### config.mk
export PLATFORM = sky130hd
export DESIGN_NAME = uba_intr_arb
export DESIGN_NICKNAME = d
export VERILOG_FILES = /design/src/rtl/uba_intr_arb.sv
export SDC_FILE = /design/constraint.sdc
export NUM_CORES = 1
export LEC_CHECK = 0
export CORE_AREA = 8 8 78 80
export DETAILED_ROUTE_END_ITERATION = 6
export DIE_AREA = 0 0 86 88
export PLACE_DENSITY_LB_ADDON = 0.2
export RECOVER_POWER = 50
export SYNTH_ARGS = -nofsm -noshare
export SYNTH_HDL_FRONTEND = slang
export SYNTH_SLANG_ARGS = --single-unit
export TNS_END_PERCENT = 30
### constraint.sdc
create_clock -name clk -period 6.55 [get_ports clk]
set_input_delay 1.6375 -clock clk [delete_from_list [all_inputs] [get_ports clk]]
set_output_delay 1.6375 -clock clk [all_outputs]
set_load 0.1 [all_outputs]
### src/rtl/uba_intr_arb.sv
// UBA interrupt arbiter: summarises device BR requests, raises KS10 PI requests,
// and on acknowledge fetches one winning device's vector with a fetch timeout.
module uba_intr_arb #(
  parameter int unsigned NDEV   = 4,
  parameter int unsigned ACKTMO = 31
) (
  input  logic            clk,
  input  logic            rst,
  input  logic            statINI,
  input  logic [2:0]      statPIH,
  input  logic [2:0]      statPIL,
  input  logic [NDEV-1:0] devINTHI,
  input  logic [NDEV-1:0] devINTLO,
  input  logic            devVECTV,
  input  logic [15:0]     devVECT,
  input  logic            busACKI,
  input  logic [2:0]      busACKPI,
  output logic            statINTHI,
  output logic            statINTLO,
  output logic [6:0]      busINTR,
  output logic [NDEV-1:0] devACK,
  output logic            ackVALID,
  output logic [17:0]     ackVECT,
  output logic            setTMO
);

  typedef enum logic [1:0] {
    S_IDLE = 2'd0,
    S_VECT = 2'd1,
    S_DONE = 2'd2
  } state_t;

  state_t          r_state, w_state_nxt;
  logic [7:0]      r_cnt, w_cnt_nxt;
  logic [NDEV-1:0] r_devack, w_devack_nxt;
  logic            r_valid, w_valid_nxt;
  logic            r_tmo, w_tmo_nxt;
  logic [17:0]     r_vect, w_vect_nxt;
  logic            r_inthi, r_intlo;
  logic [6:0]      r_intr, w_intr;

  logic            w_anyhi, w_anylo;
  logic            w_hisel, w_losel;
  logic [NDEV-1:0] w_req, w_win;

  assign w_anyhi = |devINTHI;
  assign w_anylo = |devINTLO;

  // HI class takes precedence when both PI levels match the acknowledged level
  always_comb begin
    w_hisel = (statPIH == busACKPI) && w_anyhi;
    w_losel = !w_hisel && (statPIL == busACKPI) && w_anylo;
    if (w_hisel)      w_req = devINTHI;
    else if (w_losel) w_req = devINTLO;
    else              w_req = '0;
  end

  always_comb begin
    w_win = '0;
    for (int unsigned i = 0; i < NDEV; i++) begin
      if (w_req[i] && (w_win == '0)) w_win[i] = 1'b1;
    end
  end

  always_comb begin
    w_intr = '0;
    if ((statPIH != 3'd0) && w_anyhi) w_intr[statPIH - 3'd1] = 1'b1;
    if ((statPIL != 3'd0) && w_anylo) w_intr[statPIL - 3'd1] = 1'b1;
  end

  always_comb begin
    w_state_nxt  = r_state;
    w_cnt_nxt    = r_cnt;
    w_devack_nxt = r_devack;
    w_valid_nxt  = 1'b0;
    w_tmo_nxt    = 1'b0;
    w_vect_nxt   = '0;
    case (r_state)
      S_IDLE: begin
        if (busACKI && (busACKPI != 3'd0) && (w_hisel || w_losel)) begin
          w_devack_nxt = w_win;
          w_cnt_nxt    = 8'(ACKTMO);
          w_state_nxt  = S_VECT;
        end
      end
      S_VECT: begin
        if (!busACKI) begin
          w_devack_nxt = '0;
          w_state_nxt  = S_IDLE;
        end else if (devVECTV) begin
          w_valid_nxt  = 1'b1;
          w_vect_nxt   = {2'b00, devVECT};
          w_devack_nxt = '0;
          w_state_nxt  = S_DONE;
        end else if (r_cnt == 8'd1) begin
          w_valid_nxt  = 1'b1;
          w_tmo_nxt    = 1'b1;
          w_devack_nxt = '0;
          w_state_nxt  = S_DONE;
        end else begin
          w_cnt_nxt = r_cnt - 8'd1;
        end
      end
      S_DONE: begin
        if (!busACKI) w_state_nxt = S_IDLE;
      end
      default: begin
        w_devack_nxt = '0;
        w_state_nxt  = S_IDLE;
      end
    endcase
  end

  always_ff @(posedge clk) begin
    if (rst || statINI) begin
      r_state  <= S_IDLE;
      r_cnt    <= '0;
      r_devack <= '0;
      r_valid  <= 1'b0;
      r_tmo    <= 1'b0;
      r_vect   <= '0;
      r_inthi  <= 1'b0;
      r_intlo  <= 1'b0;
      r_intr   <= '0;
    end else begin
      r_state  <= w_state_nxt;
      r_cnt    <= w_cnt_nxt;
      r_devack <= w_devack_nxt;
      r_valid  <= w_valid_nxt;
      r_tmo    <= w_tmo_nxt;
      r_vect   <= w_vect_nxt;
      r_inthi  <= w_anyhi;
      r_intlo  <= w_anylo;
      r_intr   <= w_intr;
    end
  end

  assign statINTHI = r_inthi;
  assign statINTLO = r_intlo;
  assign busINTR   = r_intr;
  assign devACK    = r_devack;
  assign ackVALID  = r_valid;
  assign ackVECT   = r_vect;
  assign setTMO    = r_tmo;

endmodule
==> metrics.txt, run 1 <==
# TYPE chip_impl_metric gauge
chip_impl_info{name="result_of_the_run",value="complete, no violations"} 1
chip_impl_info{name="criticalPathCategory",value="primary input to register"} 1
chip_impl_info{name="ys_dominant_reg_cell",value="sky130_fd_sc_hd__dfxtp_1"} 1
chip_impl_metric{name="cts_buffer_depth",unit=""} 2
chip_impl_metric{name="synthCells",unit=""} 202
chip_impl_info{name="ys_top_cells_by_area",value="sky130_fd_sc_hd__dfxtp_1 (44%), sky130_fd_sc_hd__and2_1 (6.1%), sky130_fd_sc_hd__ha_1 (4.0%)"} 1
chip_impl_metric{name="cap_violations",unit=""} 0
chip_impl_metric{name="gates_resized_cts_repair",unit=""} 0
chip_impl_metric{name="grt_pass1_wl",unit="µm"} 7072
chip_impl_metric{name="synthesis.area",unit="mm²"} 0.001861
chip_impl_metric{name="numClockSinks",unit=""} 41
chip_impl_metric{name="final_period_demand_of_the_worst_path",unit="ns"} 3.710
chip_impl_metric{name="route.detailed.vias_per_inst",unit=""} 4.722
chip_impl_info{name="worst_setup_path_end_kind",value="register"} 1
chip_impl_metric{name="final-max-slew-violation-count",unit=""} 0
chip_impl_metric{name="wirelength_per_cell",unit="µm"} 13.16
chip_impl_metric{name="number_of_global_route_vias_before_repair",unit=""} 1535
chip_impl_info{name="synth_top_area_cell",value="sky130_fd_sc_hd__dfxtp_1"} 1
chip_impl_metric{name="powerDensity",unit="mW/mm²"} 208.3
chip_impl_metric{name="maxSlewHeadroom",unit="%"} 33.05
chip_impl_metric{name="synth.mux.area_fraction",unit="%"} 3.228
chip_impl_metric{name="detail_route.wirelength",unit="µm"} 4501
chip_impl_metric{name="fp-row-count",unit=""} 26
chip_impl_info{name="worst_hold_path_type",value="register to register"} 1
chip_impl_metric{name="final.fill_count",unit=""} 476
chip_impl_metric{name="met2WireLength",unit="µm"} 2202
chip_impl_metric{name="post-route-period-util",unit="%"} 56.63
chip_impl_metric{name="detail_route.iter0.violations",unit=""} 57
chip_impl_metric{name="post_synthesis_cell_type_count",unit=""} 42
chip_impl_metric{name="clock.fmax",unit="GHz"} 0.2696
chip_impl_metric{name="vias",unit=""} 1615
chip_impl_metric{name="grt_max_degree",unit=""} 22
chip_impl_metric{name="num-nets-final",unit=""} 315
chip_impl_metric{name="finalWeightedCongestion",unit=""} 0.8160
chip_impl_metric{name="register_area",unit="µm²"} 820.8
chip_impl_metric{name="total_power",unit="µW"} 563.1
chip_impl_metric{name="place.detailed.hpwl",unit="µm"} 3549
chip_impl_info{name="layout.cells.most_common_list",value="sky130_fd_sc_hd__clkdlybuf4s50_1 (57), sky130_fd_sc_hd__dfxtp_1 (41), sky130_fd_sc_hd__nor2_1 (19)"} 1
chip_impl_metric{name="crit_path_max_fanout",unit=""} 5
chip_impl_info{name="worst_path_dominant_cell_family",value="simple AND/OR/NAND/NOR gates"} 1
chip_impl_metric{name="netlist.area_leader.share",unit="%"} 44.12
chip_impl_metric{name="gr-usage-all-layers",unit="%"} 11.80
chip_impl_metric{name="clk-insertion-delay-late",unit="ns"} 0.29
chip_impl_metric{name="diodes",unit=""} 0
chip_impl_info{name="tritoncts",value="built"} 1
chip_impl_metric{name="gr-total-overflow",unit=""} 0
chip_impl_info{name="grt_setup_unrepaired",value="false"} 1
chip_impl_metric{name="floorplan.initialDensity",unit="%"} 37.88
chip_impl_metric{name="floorplan.die.height",unit="µm"} 88
chip_impl_metric{name="design.portCount",unit=""} 71
chip_impl_metric{name="worst_path_required_time",unit="ns"} 6.79
chip_impl_metric{name="numPortBuffers",unit=""} 68
chip_impl_metric{name="core",unit="mm²"} 0.004912
chip_impl_info{name="main_combinational_cell_family_by_area_after_synthesis",value="simple AND/OR/NAND/NOR gates"} 1
chip_impl_metric{name="multi_input_combinational_cell_area",unit="µm²"} 962.2
chip_impl_metric{name="fin_skew",unit="ns"} 0.009035
chip_impl_metric{name="power.static_leakage",unit="nW"} 1.049
chip_impl_metric{name="final_core_utilization",unit="%"} 55.04
chip_impl_info{name="crit_path_cell_trace",value="dlygate4sd3_1, nor4_1, nor4_1, or4_1, a211oi_2, a22o_1"} 1
chip_impl_metric{name="drcViolationCount",unit=""} 0
chip_impl_metric{name="synth_enable_flop_cells",unit=""} 0
chip_impl_info{name="mostFrequentLayoutCell",value="sky130_fd_sc_hd__clkdlybuf4s50_1"} 1
chip_impl_metric{name="synth.ff_latch_count",unit=""} 41
chip_impl_metric{name="clock_input_transition_at_the_sequential_cells_of_the_worst_setup_and_hold_paths",unit="ns"} 0.08
chip_impl_metric{name="dr_wl_met3",unit="µm"} 288
chip_impl_metric{name="ys.warnings.count",unit=""} 0
chip_impl_metric{name="cp_data_arrival_time",unit="ns"} 3.95
chip_impl_metric{name="vdd_drop_max",unit="µV"} 114.2
chip_impl_metric{name="synth-compound-area-share",unit="%"} 12.98
chip_impl_metric{name="antenna_found_initial",unit=""} 0
chip_impl_info{name="clock-root-buffer",value="sky130_fd_sc_hd__clkbuf_8"} 1
chip_impl_metric{name="mapped_avg_cell_area",unit="µm²"} 9.211
chip_impl_metric{name="setup_viol",unit=""} 0
chip_impl_metric{name="drt-met1-wl",unit="µm"} 1970
chip_impl_metric{name="cts-buffers-inserted",unit=""} 5
chip_impl_metric{name="post_synth_xor_area_fraction",unit="%"} 4.707
chip_impl_metric{name="cp_bufs_invs",unit=""} 1
chip_impl_info{name="dr.max_layer_used",value="met4"} 1
chip_impl_metric{name="synth_async_sr_flop_share",unit="%"} 0
chip_impl_metric{name="count_of_hold_buffers_inserted_by_post_cts_repair",unit=""} 0
chip_impl_metric{name="seq_area_frac_synth",unit="%"} 44.12
chip_impl_metric{name="timing_worst_slew_pin_value",unit="ns"} 1.001
chip_impl_metric{name="cts_setup_buffers",unit=""} 0
chip_impl_info{name="most_frequent_cell_on_critical_path",value="sky130_fd_sc_hd__nor4_1"} 1
chip_impl_metric{name="chipWidth",unit="µm"} 86
chip_impl_metric{name="yosys.area_share.simple",unit="%"} 26.36
chip_impl_metric{name="synthAdderAreaFrac",unit="%"} 4.035
chip_impl_metric{name="critical_path.max_stage_delay",unit="ns"} 0.58
chip_impl_metric{name="detail-route-antenna-nets",unit=""} 0
chip_impl_metric{name="synthToLayoutAreaGrowth",unit="%"} 45.33
chip_impl_metric{name="final-hold-violation-count",unit=""} 0
chip_impl_metric{name="sum_neg_setup_slack",unit="ns"} 0
chip_impl_metric{name="detail_route.first_pass.iterations",unit=""} 4
chip_impl_info{name="crit_path_top_delay_cell",value="sky130_fd_sc_hd__dlygate4sd3_1"} 1
chip_impl_metric{name="dieArea",unit="mm²"} 0.007568
chip_impl_metric{name="drive_above_1_share",unit="%"} 6.618
chip_impl_metric{name="htreeDepth",unit=""} 2
chip_impl_info{name="kind_of_start_point_of_the_critical_path",value="primary input"} 1
## power by group
part	leakage [nW]	internal, mW	switching (mW)
Sequential	0.331	0.253	0.00298
Combinational	0.663	0.0427	0.0596
Clock	0.0543	0.114	0.0903
## final cells by class
class / instances / share of cell area, %
inverter: 10 / 1.388
sequential: 41 / 30.36
clock inverter: 3 / 1.712
clock buffer: 5 / 2.545
timing repair buffer: 68 / 25.17
tap: 70 / 3.239
multi-input combinational: 145 / 35.59
## routing by layer
layer	global-route usage, %	up-vias
met1	13.56	724
met5	0	-
li1	-	847
met4	4.936	0
met2	20.01	38
met3	3.377	6
## Yosys cell counts, types with 2 or more instances
library cell / n
sky130_fd_sc_hd__dfxtp_1: 41
sky130_fd_sc_hd__nor2_1: 19
sky130_fd_sc_hd__and2_1: 18
sky130_fd_sc_hd__a21oi_1: 13
sky130_fd_sc_hd__inv_1: 10
sky130_fd_sc_hd__nand3_1: 9
sky130_fd_sc_hd__ha_1: 6
sky130_fd_sc_hd__mux2i_1: 6
sky130_fd_sc_hd__nor4_1: 6
sky130_fd_sc_hd__xor2_1: 6
sky130_fd_sc_hd__nand2_1: 5
sky130_fd_sc_hd__nor3_1: 5
sky130_fd_sc_hd__or3_1: 5
sky130_fd_sc_hd__or4_1: 5
sky130_fd_sc_hd__xnor2_1: 4
sky130_fd_sc_hd__a211oi_1: 3
sky130_fd_sc_hd__a21o_1: 3
sky130_fd_sc_hd__a22oi_1: 3
sky130_fd_sc_hd__nand4_1: 3
sky130_fd_sc_hd__a22o_1: 2
sky130_fd_sc_hd__a32oi_1: 2
sky130_fd_sc_hd__and3_1: 2
sky130_fd_sc_hd__buf_2: 2
sky130_fd_sc_hd__buf_4: 2
sky130_fd_sc_hd__clkbuf_1: 2
sky130_fd_sc_hd__nor3b_1: 2
sky130_fd_sc_hd__o21ai_0: 2
sky130_fd_sc_hd__or3b_2: 2
## worst reg2reg max path: cells and delay by family, from the launching register on
kind / cells / cell delay, ns
adder cells (fa/ha/maj): 1 / 0.21
AO/OA/AOI/OAI: 2 / 0.56
AND/OR/NAND/NOR: 3 / 0.74
flip-flops: 1 / 0.47
## flip-flops by register name, summed over array words and instances, names as in the netlist
name / count
statINTLO: 1
r_cnt: 8
statINTHI: 1
ackVALID: 1
ackVECT: 16
r_state: 2
setTMO: 1
busINTR: 7
devACK: 4
## per-stage QoR
stage | hold slack, ns | setup WS [ns] | std cells | instance area (µm²)
after CTS | 0.4844 | 2.899 | 342 | 2704
after global routing | 0.5051 | 2.730 | 342 | 2704
after global placement | 0.4646 | 2.620 | 334 | 2589
after floorplan | 0.4622 | 3.341 | 203 | 1864
final | 0.4770 | 2.840 | 342 | 2704
after detailed placement | 0.4638 | 2.585 | 334 | 2589
## path summary, 6_finish.rpt
kind | to | startpoint | depth (start not counted) | slack, ns
worst min register to register | devACK[1] | devACK[1] | 2 | 0.48
worst min-delay path | devACK[1] | devACK[1] | 2 | 0.48
worst max register to register | r_cnt[3] | r_cnt[0] | 6 | 4.45
worst max-delay path | devACK[2] | devINTHI[0] | 6 | 2.84
## cells by family (layout without fill, tap and decap cells)
logic type	Yosys count	in the layout
AND/OR/NAND/NOR	87	87
AO/OA/AOI/OAI	34	34
XOR/XNOR	10	10
buffers and inverters	17	86
adder cells (fa/ha/maj)	6	6
multiplexers	6	6
flip-flops	41	41
other	1	2
Note: power is estimated with default switching activity, not from simulation.
==> run 2: changes to the inputs <==
--- a/config.mk
+++ b/config.mk
@@ -5,9 +5,9 @@
 export SDC_FILE = /design/constraint.sdc
 export NUM_CORES = 1
 export LEC_CHECK = 0
-export CORE_AREA = 8 8 78 80
+export CORE_AREA = 8 8 79 81
 export DETAILED_ROUTE_END_ITERATION = 6
-export DIE_AREA = 0 0 86 88
+export DIE_AREA = 0 0 87 89
 export PLACE_DENSITY_LB_ADDON = 0.2
 export RECOVER_POWER = 50
 export SYNTH_ARGS = -nofsm -noshare
==> constraint.sdc (replaced) <==
create_clock -name clk -period 3.1 [get_ports clk]
set_input_delay 0.775 -clock clk [delete_from_list [all_inputs] [get_ports clk]]
set_output_delay 0.775 -clock clk [all_outputs]
set_load 0.1 [all_outputs]
==> metrics.txt, run 2 (same netlist as run 1, synthesis figures left out) <==
# TYPE chip_impl_metric gauge
chip_impl_info{name="critical_path.reg2reg.startpoint",value="r_cnt[0]"} 1
chip_impl_metric{name="grt_pass1_wl",unit="µm"} 7534
chip_impl_metric{name="clock.fmax",unit="GHz"} 0.3731
chip_impl_info{name="worst_hold_path_type",value="register to register"} 1
chip_impl_metric{name="power.net_switching",unit="µW"} 315.1
chip_impl_metric{name="htreeDepth",unit=""} 2
chip_impl_metric{name="gr-total-overflow",unit=""} 0
chip_impl_metric{name="numPortBuffers",unit=""} 68
chip_impl_metric{name="detail-route-antenna-nets",unit=""} 0
chip_impl_metric{name="gr-usage-all-layers",unit="%"} 12.24
chip_impl_metric{name="final_period_demand_of_the_worst_path",unit="ns"} 2.680
chip_impl_info{name="clock-root-buffer",value="sky130_fd_sc_hd__clkbuf_8"} 1
chip_impl_metric{name="cts_buffer_depth",unit=""} 2
chip_impl_metric{name="final.fill_count",unit=""} 506
chip_impl_metric{name="place.detailed.hpwl",unit="µm"} 3664
chip_impl_metric{name="cts_setup_buffers",unit=""} 0
chip_impl_metric{name="gates_resized_cts_repair",unit=""} 0
chip_impl_info{name="tritoncts",value="built"} 1
chip_impl_metric{name="fp-row-count",unit=""} 26
chip_impl_metric{name="setup_viol",unit=""} 0
chip_impl_metric{name="antenna_found_initial",unit=""} 0
chip_impl_metric{name="maxSlewHeadroom",unit="%"} 20.27
chip_impl_metric{name="final-instance-count-excl-fill",unit=""} 347
chip_impl_info{name="crit_path_top_delay_cell",value="sky130_fd_sc_hd__or4_1"} 1
chip_impl_metric{name="clkPwrFrac",unit="%"} 35.8
chip_impl_metric{name="fin_ws",unit="ns"} 0.4196
chip_impl_metric{name="num-nets-final",unit=""} 320
chip_impl_metric{name="number_of_global_route_vias_before_repair",unit=""} 1631
chip_impl_metric{name="drive_above_1_share",unit="%"} 8.303
chip_impl_info{name="most_frequent_cell_on_critical_path",value="sky130_fd_sc_hd__nor4_1"} 1
chip_impl_metric{name="switching_share",unit="%"} 26.68
chip_impl_metric{name="vias",unit=""} 1638
chip_impl_info{name="crit_path_cell_trace",value="clkdlybuf4s50_1, nor4_1, nor4_1, or4_1, a211oi_2, a22o_1"} 1
chip_impl_metric{name="clock_input_transition_at_the_sequential_cells_of_the_worst_setup_and_hold_paths",unit="ns"} 0.08
chip_impl_info{name="grt_setup_unrepaired",value="false"} 1
chip_impl_info{name="kind_of_start_point_of_the_critical_path",value="primary input"} 1
chip_impl_metric{name="fin_skew",unit="ns"} 0.008646
chip_impl_metric{name="p_int",unit="µW"} 866.0
chip_impl_metric{name="detail_route.first_pass.iterations",unit=""} 4
chip_impl_metric{name="cp_data_arrival_time",unit="ns"} 2.92
chip_impl_metric{name="route.detailed.vias_per_inst",unit=""} 4.720
chip_impl_metric{name="vdd_drop_max",unit="µV"} 201.5
chip_impl_metric{name="cts-buffers-inserted",unit=""} 5
chip_impl_info{name="result_of_the_run",value="complete, no violations"} 1
chip_impl_metric{name="chipWidth",unit="µm"} 87
chip_impl_metric{name="largest_reg_flops",unit=""} 16
chip_impl_metric{name="floorplan.initialDensity",unit="%"} 37.38
chip_impl_metric{name="dieArea",unit="mm²"} 0.007743
chip_impl_metric{name="critical_path.max_stage_delay",unit="ns"} 0.55
chip_impl_metric{name="core",unit="mm²"} 0.004977
chip_impl_metric{name="synthToLayoutAreaGrowth",unit="%"} 36.79
chip_impl_metric{name="detail_route.wirelength",unit="µm"} 4603
chip_impl_info{name="worst_setup_path_end_kind",value="register"} 1
chip_impl_metric{name="dp_cells",unit=""} 339
chip_impl_metric{name="worst_path_required_time",unit="ns"} 3.34
chip_impl_metric{name="dp_slack",unit="ns"} 0.08290
chip_impl_metric{name="wirelength_per_cell",unit="µm"} 13.27
chip_impl_metric{name="detail_route.iter0.violations",unit=""} 30
chip_impl_info{name="hold_path.startpoint",value="devACK[0]"} 1
chip_impl_metric{name="combinationalPowerShare",unit="%"} 18.3
chip_impl_metric{name="final_cell_area",unit="mm²"} 0.002545
chip_impl_metric{name="numClockSinks",unit=""} 41
chip_impl_metric{name="seq_power_share",unit="%"} 45.9
chip_impl_metric{name="power.static_leakage",unit="nW"} 0.9850
chip_impl_metric{name="finalWeightedCongestion",unit=""} 0.7777
chip_impl_metric{name="cap_violations",unit=""} 0
chip_impl_metric{name="post-route-period-util",unit="%"} 86.46
chip_impl_metric{name="design.portCount",unit=""} 71
chip_impl_info{name="worst_path_dominant_cell_family",value="simple AND/OR/NAND/NOR gates"} 1
chip_impl_metric{name="crit_path_max_fanout",unit=""} 5
chip_impl_metric{name="drcViolationCount",unit=""} 0
chip_impl_metric{name="clk-insertion-delay-late",unit="ns"} 0.29
chip_impl_metric{name="floorplan.die.height",unit="µm"} 89
chip_impl_metric{name="sum_neg_setup_slack",unit="ns"} 0
chip_impl_metric{name="detailed_place.area",unit="mm²"} 0.002549
chip_impl_info{name="layout.cells.most_common_list",value="sky130_fd_sc_hd__dfxtp_1 (41), sky130_fd_sc_hd__clkdlybuf4s50_1 (35), sky130_fd_sc_hd__clkbuf_1 (31)"} 1
chip_impl_metric{name="powerDensity",unit="mW/mm²"} 464.1
chip_impl_info{name="criticalPathCategory",value="primary input to register"} 1
chip_impl_metric{name="grt_max_degree",unit=""} 22
chip_impl_metric{name="final-max-slew-violation-count",unit=""} 0
chip_impl_metric{name="final-hold-violation-count",unit=""} 0
chip_impl_info{name="critical_path.startpoint",value="devINTHI[0]"} 1
chip_impl_metric{name="timing_worst_slew_pin_value",unit="ns"} 1.201
chip_impl_metric{name="cp_bufs_invs",unit=""} 1
chip_impl_metric{name="diodes",unit=""} 0
chip_impl_info{name="mostFrequentLayoutCell",value="sky130_fd_sc_hd__dfxtp_1"} 1
chip_impl_metric{name="count_of_hold_buffers_inserted_by_post_cts_repair",unit=""} 0
## run 2: path summary, 6_finish.rpt
path	slack (ns)	to	cells past startpoint
setup / recovery	0.42	devACK[2]	6
hold / removal	0.47	devACK[0]	2
setup reg to reg	0.97	r_cnt[3]	6
hold reg to reg	0.47	devACK[0]	2
## run 2: metal layers
metal | track usage, % | vias to the layer above | share of wire (%)
met2 | 20.47 | 37 | 49
met3 | 3.768 | 5 | 5.3
met4 | 4.695 | 0 | 1.1
met5 | 0 | - | 0
met1 | 14.36 | 732 | 45
li1 | - | 864 | -
## run 2: power by group through the flow
| stage | Sequential (mW) | Clock, mW | Combinational [mW] |
|---|---|---|---|
| finish | 0.542 | 0.423 | 0.216 |
| global route | 0.543 | 0.460 | 0.236 |
| CTS | 0.542 | 0.436 | 0.222 |
| detailed placement | 0.555 | 0 | 0.221 |
| global placement | 0.554 | 0 | 0.221 |
| floorplan | 0.592 | 0 | 0.101 |
## run 2: area by class of cell
cell class | instances | area, µm² | area share [%]
Inverter | 10 | 37.54 | 1.475
Clock inverter | 3 | 43.79 | 1.721
Timing Repair Buffer | 73 | 524.3 | 20.60
Clock buffer | 5 | 68.82 | 2.704
Sequential cell | 41 | 820.8 | 32.25
Tap cell | 70 | 87.58 | 3.441
Multi-Input combinational cell | 145 | 962.2 | 37.81
## run 2: through the flow
step | power (mW) | hold WS [ns] | util [%]
5_1_grt | 1.239 | 0.4996 | 51.13
6_report | 1.181 | 0.4715 | 51.13
3_3_place_gp | 0.7750 | 0.4600 | 51.21
4_1_cts | 1.199 | 0.4774 | 53.47
2_1_floorplan | 0.6932 | 0.4622 | -
3_5_place_dp | 0.7751 | 0.4630 | 51.21
## run 2: worst min-delay path: stages, from the launching register on
cell	delay, ns
sky130_fd_sc_hd__dfxtp_1	0.31
sky130_fd_sc_hd__nand3_1	0.06
sky130_fd_sc_hd__a21oi_1	0.06
